$ cat config.mk
export PLATFORM = sky130hd
export DESIGN_NAME = sram_ctrl
export DESIGN_NICKNAME = d
export VERILOG_FILES = /design/src/rtl/sram_ctrl.sv
export SDC_FILE = /design/constraint.sdc
export NUM_CORES = 1
export LEC_CHECK = 0
export BUFFER_PORTS_ARGS = -buffer_cell sky130_fd_sc_hd__buf_2
export CORE_ASPECT_RATIO = 0.9
export CORE_MARGIN = 2
export CORE_UTILIZATION = 45
export DETAILED_ROUTE_END_ITERATION = 8
export GPL_TIMING_DRIVEN = 0
export PLACE_DENSITY = 0.84
export SYNTH_ARGS = -nofsm -noshare
export SYNTH_HDL_FRONTEND = slang
export SYNTH_SLANG_ARGS = --single-unit
export TNS_END_PERCENT = 1
$ cat constraint.sdc
create_clock -name clk_i -period 2.2 [get_ports clk_i]
set_input_delay 0.22 -clock clk_i [delete_from_list [all_inputs] [get_ports clk_i]]
set_output_delay 0.22 -clock clk_i [all_outputs]
set_load 0.02 [all_outputs]
$ cat src/rtl/sram_ctrl.sv
// Purpose : single-word read/write controller for an asynchronous SRAM (CS_N/WE_N/OE_N, shared data bus).
// Latency : read response pulse WAIT_CYCLES+1 cycles after the request cycle; a write occupies WAIT_CYCLES+2 cycles.
// Backpress: req_ready_o is low while an access is in flight; rsp_valid_o has no backpressure.
//
// Ports:
//   clk_i, rst_i                 clock (rising edge), asynchronous active-high reset
//   req_valid_i / req_ready_o    request handshake; req_we_i, req_addr_i, req_wdata_i latched on accept
//   rsp_valid_o / rsp_rdata_o    one-cycle read response pulse; read data held until the next read completes
//   sram_cs_no/we_no/oe_no       active-low SRAM strobes (registered)
//   sram_addr_o, sram_data_o     SRAM address and write data (registered, held in IDLE)
//   sram_data_oe_o               1 = controller drives the data bus
//   sram_data_i                  data bus as seen from the SRAM
module sram_ctrl #(
    parameter int ADDR_WIDTH  = 14,
    parameter int DATA_WIDTH  = 8,
    parameter int WAIT_CYCLES = 2
) (
    input  logic                  clk_i,
    input  logic                  rst_i,
    input  logic                  req_valid_i,
    output logic                  req_ready_o,
    input  logic                  req_we_i,
    input  logic [ADDR_WIDTH-1:0] req_addr_i,
    input  logic [DATA_WIDTH-1:0] req_wdata_i,
    output logic                  rsp_valid_o,
    output logic [DATA_WIDTH-1:0] rsp_rdata_o,
    output logic                  sram_cs_no,
    output logic                  sram_we_no,
    output logic                  sram_oe_no,
    output logic [ADDR_WIDTH-1:0] sram_addr_o,
    output logic [DATA_WIDTH-1:0] sram_data_o,
    output logic                  sram_data_oe_o,
    input  logic [DATA_WIDTH-1:0] sram_data_i
);

    localparam int CNT_W = $clog2(WAIT_CYCLES + 1);
    localparam logic [CNT_W-1:0] CNT_LOAD = CNT_W'(WAIT_CYCLES - 1);

    typedef enum logic [2:0] {
        IDLE,
        RD,
        WR_SETUP,
        WR_PULSE,
        WR_HOLD
    } state_t;

    state_t                r_state;
    logic [CNT_W-1:0]      r_cnt;
    logic                  r_cs_n;
    logic                  r_we_n;
    logic                  r_oe_n;
    logic                  r_data_oe;
    logic [ADDR_WIDTH-1:0] r_addr;
    logic [DATA_WIDTH-1:0] r_data;
    logic                  r_rsp_valid;
    logic [DATA_WIDTH-1:0] r_rsp_rdata;
    logic                  w_cnt_done;

    assign w_cnt_done = (r_cnt == '0);

    // Strobes are produced on the transition into each state so every
    // SRAM pin comes straight from a flop; the address/data registers
    // double as the latched copy of the accepted request.
    always_ff @(posedge clk_i or posedge rst_i) begin
        if (rst_i) begin
            r_state     <= IDLE;
            r_cnt       <= '0;
            r_cs_n      <= 1'b1;
            r_we_n      <= 1'b1;
            r_oe_n      <= 1'b1;
            r_data_oe   <= 1'b0;
            r_addr      <= '0;
            r_data      <= '0;
            r_rsp_valid <= 1'b0;
            r_rsp_rdata <= '0;
        end else begin
            r_rsp_valid <= 1'b0;
            case (r_state)
                IDLE: begin
                    if (req_valid_i) begin
                        r_cnt  <= CNT_LOAD;
                        r_addr <= req_addr_i;
                        r_cs_n <= 1'b0;
                        if (req_we_i) begin
                            r_data    <= req_wdata_i;
                            r_data_oe <= 1'b1;
                            r_state   <= WR_SETUP;
                        end else begin
                            r_oe_n  <= 1'b0;
                            r_state <= RD;
                        end
                    end
                end
                RD: begin
                    if (w_cnt_done) begin
                        r_rsp_rdata <= sram_data_i;
                        r_rsp_valid <= 1'b1;
                        r_cs_n      <= 1'b1;
                        r_oe_n      <= 1'b1;
                        r_state     <= IDLE;
                    end else begin
                        r_cnt <= r_cnt - 1'b1;
                    end
                end
                WR_SETUP: begin
                    // Address and data have been stable for a full cycle
                    // before WE_N falls.
                    r_we_n  <= 1'b0;
                    r_state <= WR_PULSE;
                end
                WR_PULSE: begin
                    if (w_cnt_done) begin
                        r_we_n  <= 1'b1;
                        r_state <= WR_HOLD;
                    end else begin
                        r_cnt <= r_cnt - 1'b1;
                    end
                end
                WR_HOLD: begin
                    // Data stays driven one cycle past WE_N rising.
                    r_cs_n    <= 1'b1;
                    r_data_oe <= 1'b0;
                    r_state   <= IDLE;
                end
                default: begin
                    r_cs_n    <= 1'b1;
                    r_we_n    <= 1'b1;
                    r_oe_n    <= 1'b1;
                    r_data_oe <= 1'b0;
                    r_state   <= IDLE;
                end
            endcase
        end
    end

    assign req_ready_o    = (r_state == IDLE);
    assign rsp_valid_o    = r_rsp_valid;
    assign rsp_rdata_o    = r_rsp_rdata;
    assign sram_cs_no     = r_cs_n;
    assign sram_we_no     = r_we_n;
    assign sram_oe_no     = r_oe_n;
    assign sram_addr_o    = r_addr;
    assign sram_data_o    = r_data;
    assign sram_data_oe_o = r_data_oe;

endmodule

# Yosys cells after proc, flatten, opt, wreduce, memory -nomap -nowiden
# Index checks and enable logic that the tools add are counted.
dict set report word_totals {
  inputBits 34
  word_cells 62
  out_inout_bits 36
  ff_bits 40
}
dict set report classes {
  reduce_logical 17
  addsub 1
  mux 20
  eq_ne 10
  bitwise_logic 4
}
# operator count
set ops {}
lappend ops {{AND reduction 3 bit} 5}
lappend ops {{one-hot mux 3 bit (4 select lines)} 1}
lappend ops {{!= test 2 bit, second input constant} 5}
lappend ops {{two-way mux 3 bit} 3}
lappend ops {{one-hot mux 1 bit (3 select lines)} 3}
lappend ops {{OR reduction 3 bit} 3}
lappend ops {{two-way mux 1 bit} 8}
lappend ops {{== test 3 x 2 -> 1 bit, second input constant} 2}
lappend ops {{two-way mux 2 bit} 3}
lappend ops {{AND reduction 2 bit} 3}
lappend ops {{inverter 1 bit} 4}
lappend ops {{one-hot mux 2 bit (2 select lines)} 1}
lappend ops {{AND reduction 4 bit} 1}
lappend ops {{OR reduction 2 bit} 2}
lappend ops {{== test 3 x 1 -> 1 bit, second input constant} 1}
lappend ops {{== test 3 bit, second input constant} 1}
lappend ops {{zero test 3 bit} 1}
lappend ops {{zero test 2 bit} 1}
lappend ops {{!= test 2 x 1 -> 1 bit, second input constant} 1}
lappend ops {{one-hot mux 1 bit (2 select lines)} 1}
lappend ops {{nonzero test 2 bit} 1}
lappend ops {{subtractor 2 x 1 -> 2 bit, second input constant} 1}

# Longest topological paths before layout
dict set report logic_depth {
  depth_word 4
  ltp_mapped 5
  depth_no_buf 5
}

# Worst setup path before layout
# Ideal clock, no wire load.
dict set report synth_timing {
  kind {flip-flop to flip-flop}
  startpoint {reg r_state[0]}
  endpoint {reg r_data[0], in the netlist sram_data_o[0]}
  setup_time_ns 0.125
  synth_period_minus_slack_ns 1.864
  slack_ns 0.336
  n_path_buf 2
  t_required_ns 2.075
  stages_incl_launch_ff 6
  t_arrival_ns 1.739
  cell_sequence {dfrtp_1 > buf_6 > nor3_1 > and3_1 > buf_4 > mux2_2}
}
dict set report synth_between {
  elab_chain_len 2
}
# element line
set synth_lines {}
lappend synth_lines {{start, declared} 47} ;# state_t r_state;
lappend synth_lines {{start signal, assigned} 66} ;# r_state <= IDLE;
lappend synth_lines {{start signal, assigned} 87} ;# r_state <= WR_SETUP;
lappend synth_lines {{start signal, assigned} 90} ;# r_state <= RD;
lappend synth_lines {{zero test 3 bit} --}
lappend synth_lines {{named net req_ready_o} 21} ;# output logic req_ready_o,
lappend synth_lines {{AND reduction 3 bit (no line)} --}
lappend synth_lines {{end signal, assigned} 85} ;# r_data <= req_wdata_i;
lappend synth_lines {{end, declared} 54} ;# logic [DATA_WIDTH-1:0] r_data;
# The timed path passes the listed nets, and every way through them passes these cells.
# A chain may end at the register's enable or synchronous reset.

# Worst setup path after layout
dict set report layout_timing {
  startpoint {reg r_cnt[0]}
  endpoint {reg r_rsp_rdata[2], in the netlist rsp_rdata_o[2]}
}
dict set report layout_between {
  elab_chain_len 2
}
# element line
set layout_lines {}
lappend layout_lines {{start, declared} 48} ;# logic [CNT_W-1:0] r_cnt;
lappend layout_lines {{start signal, assigned} 102} ;# r_cnt <= r_cnt - 1'b1;
lappend layout_lines {{start signal, assigned} 116} ;# r_cnt <= r_cnt - 1'b1;
lappend layout_lines {{zero test 2 bit} 59} ;# assign w_cnt_done = (r_cnt == '0);
lappend layout_lines {{AND reduction 2 bit (no line)} --}
lappend layout_lines {{end signal, assigned} 96} ;# r_rsp_rdata <= sram_data_i;
lappend layout_lines {{end, declared} 56} ;# logic [DATA_WIDTH-1:0] r_rsp_rdata;
# No other way between the ends.

==> flow_summary.yaml <==
yosys:
  syn-num-nets: 145
  synth_area_um2: 1650
  yosys_register_bits: 40
  netlist_instances: 110
  synth_cell_type_count: 27
  syn_avg_cell_area_um2: 15.0
  yosysSeqAreaShare: 0.608
  yosysWarnings: 0
global_route:
  grt-ovfl-total: 0
  antenna_found_initial: 0
  grt_use_total: 0.171
  grt_pass1_vias: 1122
  grt_max_degree: 41
  grt_first_pass_wirelength_um: 5080
pwr:
  power.density_nw_per_um2: 1650
  leakage_uw: 0.00107
  peakVddDrop_uv: 679
  power.total_uw: 3570
clock_network:
  postCtsHoldBufs: 0
  clock_latency_ns: 0.29
  post_cts_resized: 0
  h-tree-depth: 2
  cts.sinks: 40
  postCtsSetupRepairBufs: 0
  clock_path_buffers: 2
  numCtsBuffers: 5
  path_clk_slew_ns: 0.08
  clockRootBuffer: "clkbuf_8"
  cts_tree: "built"
flow_run:
  maxCapViolCount: 0
route:
  dr.first_iter.drc_count: 96
  ant_nets: 0
  drt-total-wl_um: 3290
  vias_per_cell: 5.05
  drc: 0
  vias: 1167
  firstDrtPassIters: 4
  drt-wirelength-per-cell_um: 14.2
floorplanning:
  start_util: 0.479
  die_w_um: 67.9
  rows: 20
  core_um2: 3450
  die_y_um: 61.5
  die_area_um2: 4170
  ioPinCount: 70
sta:
  period_share: 0.852
  hold_violations: 0
  tightest_slew_ns: 0.778
  min_period_ns: 1.87
  fmax_ghz: 0.533
  rsz0062_at_grt: "no"
  relSlewSlack: 0.480
  tns_ns: 0
  setup_viol: 0
  slew_viol_final: 0
  clock_skew_ns: 0.00557
setup_path:
  critPathKind: "reg2reg"
  cp_top_family: "simple AND/OR/NAND/NOR gates"
  rr_endpoint: "rsp_rdata_o[2]"
  cp-start-kind: "flop"
  path_buf_inv: 2
  crit_slowest_cell: "nor4b_4"
  worst_ep_required_time_ns: 2.38
  reg2reg_depth: 5
  crit-reg2reg-launch: "r_cnt[0]"
  crit_path_frequent_cell: "inv_1"
  cp_max_fo: 9
  cp.arrival_ns: 2.05
  slowest_delay_ns: 0.52
  timing.reg2reg.setup_slack_ns: 0.33
  cp-end-kind: "flop"
  crit_chain: "inv_1 -> ha_1 -> inv_1 -> nor4b_4 -> mux2_2"
place:
  dp.cells: 223
  post_dp_cell_area_um2: 2050
  io_buffer_count: 69
  gp_congestion: 0.806
  dpl.hpwl_um: 2500
final_layout:
  fin_cells: 231
  fin_nets: 221
  syn2layout_area_growth_pct: 31.0
  n_antenna_cell: 0
  design_area_um2: 2160
  final_layout_size_suffix_gt1_frac: 0.631
run_status:
  outcome: "completed"
worst_hold_path:
  hold_class: "in2async"
[layout make-up]
type | instances | area, um^2
Clock inverter | 3 | 42.5
Tap cell | 44 | 55.1
Sequential cell | 40 | 1000
Clock buffer | 5 | 68.8
Fill cell | 280 | 1290
Buffer | 5 | 45.0
Inverter | 4 | 15.0
Multi-Input combinational cell | 61 | 588
Timing Repair Buffer | 69 | 345
[flip-flops by register name, summed over array words and instances, names as in the netlist]
| name | flops |
|---|---|
| sram_cs_no | 1 |
| sram_addr_o | 14 |
| sram_data_oe_o | 1 |
| r_state | 3 |
| rsp_rdata_o | 8 |
| rsp_valid_o | 1 |
| sram_oe_no | 1 |
| sram_data_o | 8 |
| sram_we_no | 1 |
| r_cnt | 2 |
[routing by layer]
layer,global-route usage,part of all wire,wire length (um),vias up
li1,-,-,-,539
met1,0.197,0.41,1350,578
met2,0.300,0.51,1660,45
met3,0.0512,0.068,224,5
met4,0.0686,0.016,53,0
met5,0,0,0,-
[power by group]
group	leakage [uW]	switching, uW	total, uW	internal [uW]
clock network	0.0000541	257	593	335
logic	0.000542	919	1670	750
registers	0.000475	191	1310	1120
total	0.00107	1370	3570	2200
[worst max-delay path by stage]
stage	from	to	slack, ns	cells after the start
after floorplan	r_state[0]	sram_data_o[0]	0.34	5
after global placement	r_cnt[0]	rsp_rdata_o[2]	0.43	5
after detailed placement	r_cnt[0]	rsp_rdata_o[7]	0.36	5
after CTS	r_cnt[0]	rsp_rdata_o[7]	0.31	5
after global routing	r_cnt[0]	rsp_rdata_o[0]	0.17	5
final	r_cnt[0]	rsp_rdata_o[2]	0.33	5
[metrics by stage]
stage	setup WS, ns	utilization	hold slack, ns
after global routing	0.168	0.627	0.136
after detailed placement	0.359	0.595	0.454
after floorplan	0.336	-	0.368
after global placement	0.426	0.595	0.451
final	0.325	0.627	0.0684
after CTS	0.311	0.627	0.145
[Yosys cell counts]
cell       number  share of area
o31ai_1         1         0.0045
a211oi_1        1         0.0045
a2bb2oi_1       1         0.0053
and3_1          1         0.0038
nor4b_4         2          0.029
inv_1           4         0.0091
nand2_1         1         0.0023
nor2_1          6          0.014
nor2b_1         1         0.0038
nand2b_1        2         0.0076
dfstp_2         3          0.048
mux2i_1         1         0.0061
a22oi_1         1         0.0045
a31oi_1         1         0.0038
a21oi_1         4          0.012
buf_4           1         0.0045
or2_2           1         0.0038
nor3_1          2         0.0061
ha_1            1         0.0076
a221oi_1        1         0.0053
o21ai_0         1         0.0030
dfrtp_1        37           0.56
clkbuf_1        1         0.0023
buf_6           3          0.020
nor3b_1         2         0.0091
mux2_4          7          0.064
mux2_2         23           0.16
[cells by family (layout without fill, tap and decap cells)]
group / after synthesis / after routing / share of synthesized area
DFF: 40 / 40 / 0.608
adders and majority gates: 1 / 1 / 0.00757
AOI/OAI and AO/OA: 11 / 11 / 0.0432
muxes: 31 / 31 / 0.226
buffers and inverters: 9 / 86 / 0.0363
and+or+nand+nor: 18 / 18 / 0.0787
[cells in the final DEF, fill, tap and decap left out, drive strengths merged, types with 2 or more instances in the layout]
master | Yosys | final
a21oi | 4 | 4
buf | 4 | 73
clkbuf | 1 | 6
dfrtp | 37 | 37
dfstp | 3 | 3
inv | 4 | 4
mux2 | 30 | 30
nand2b | 2 | 2
nor2 | 6 | 6
nor3 | 2 | 2
nor3b | 2 | 2
nor4b | 2 | 2
[worst reg2reg max path, stage by stage, from the launching register on]
cell and delay, ns:
dfrtp_1 0.41, inv_1 0.06, ha_1 0.25, inv_1 0.11, nor4b_4 0.52, mux2_2 0.41
Power figures use the tool's default switching activity.
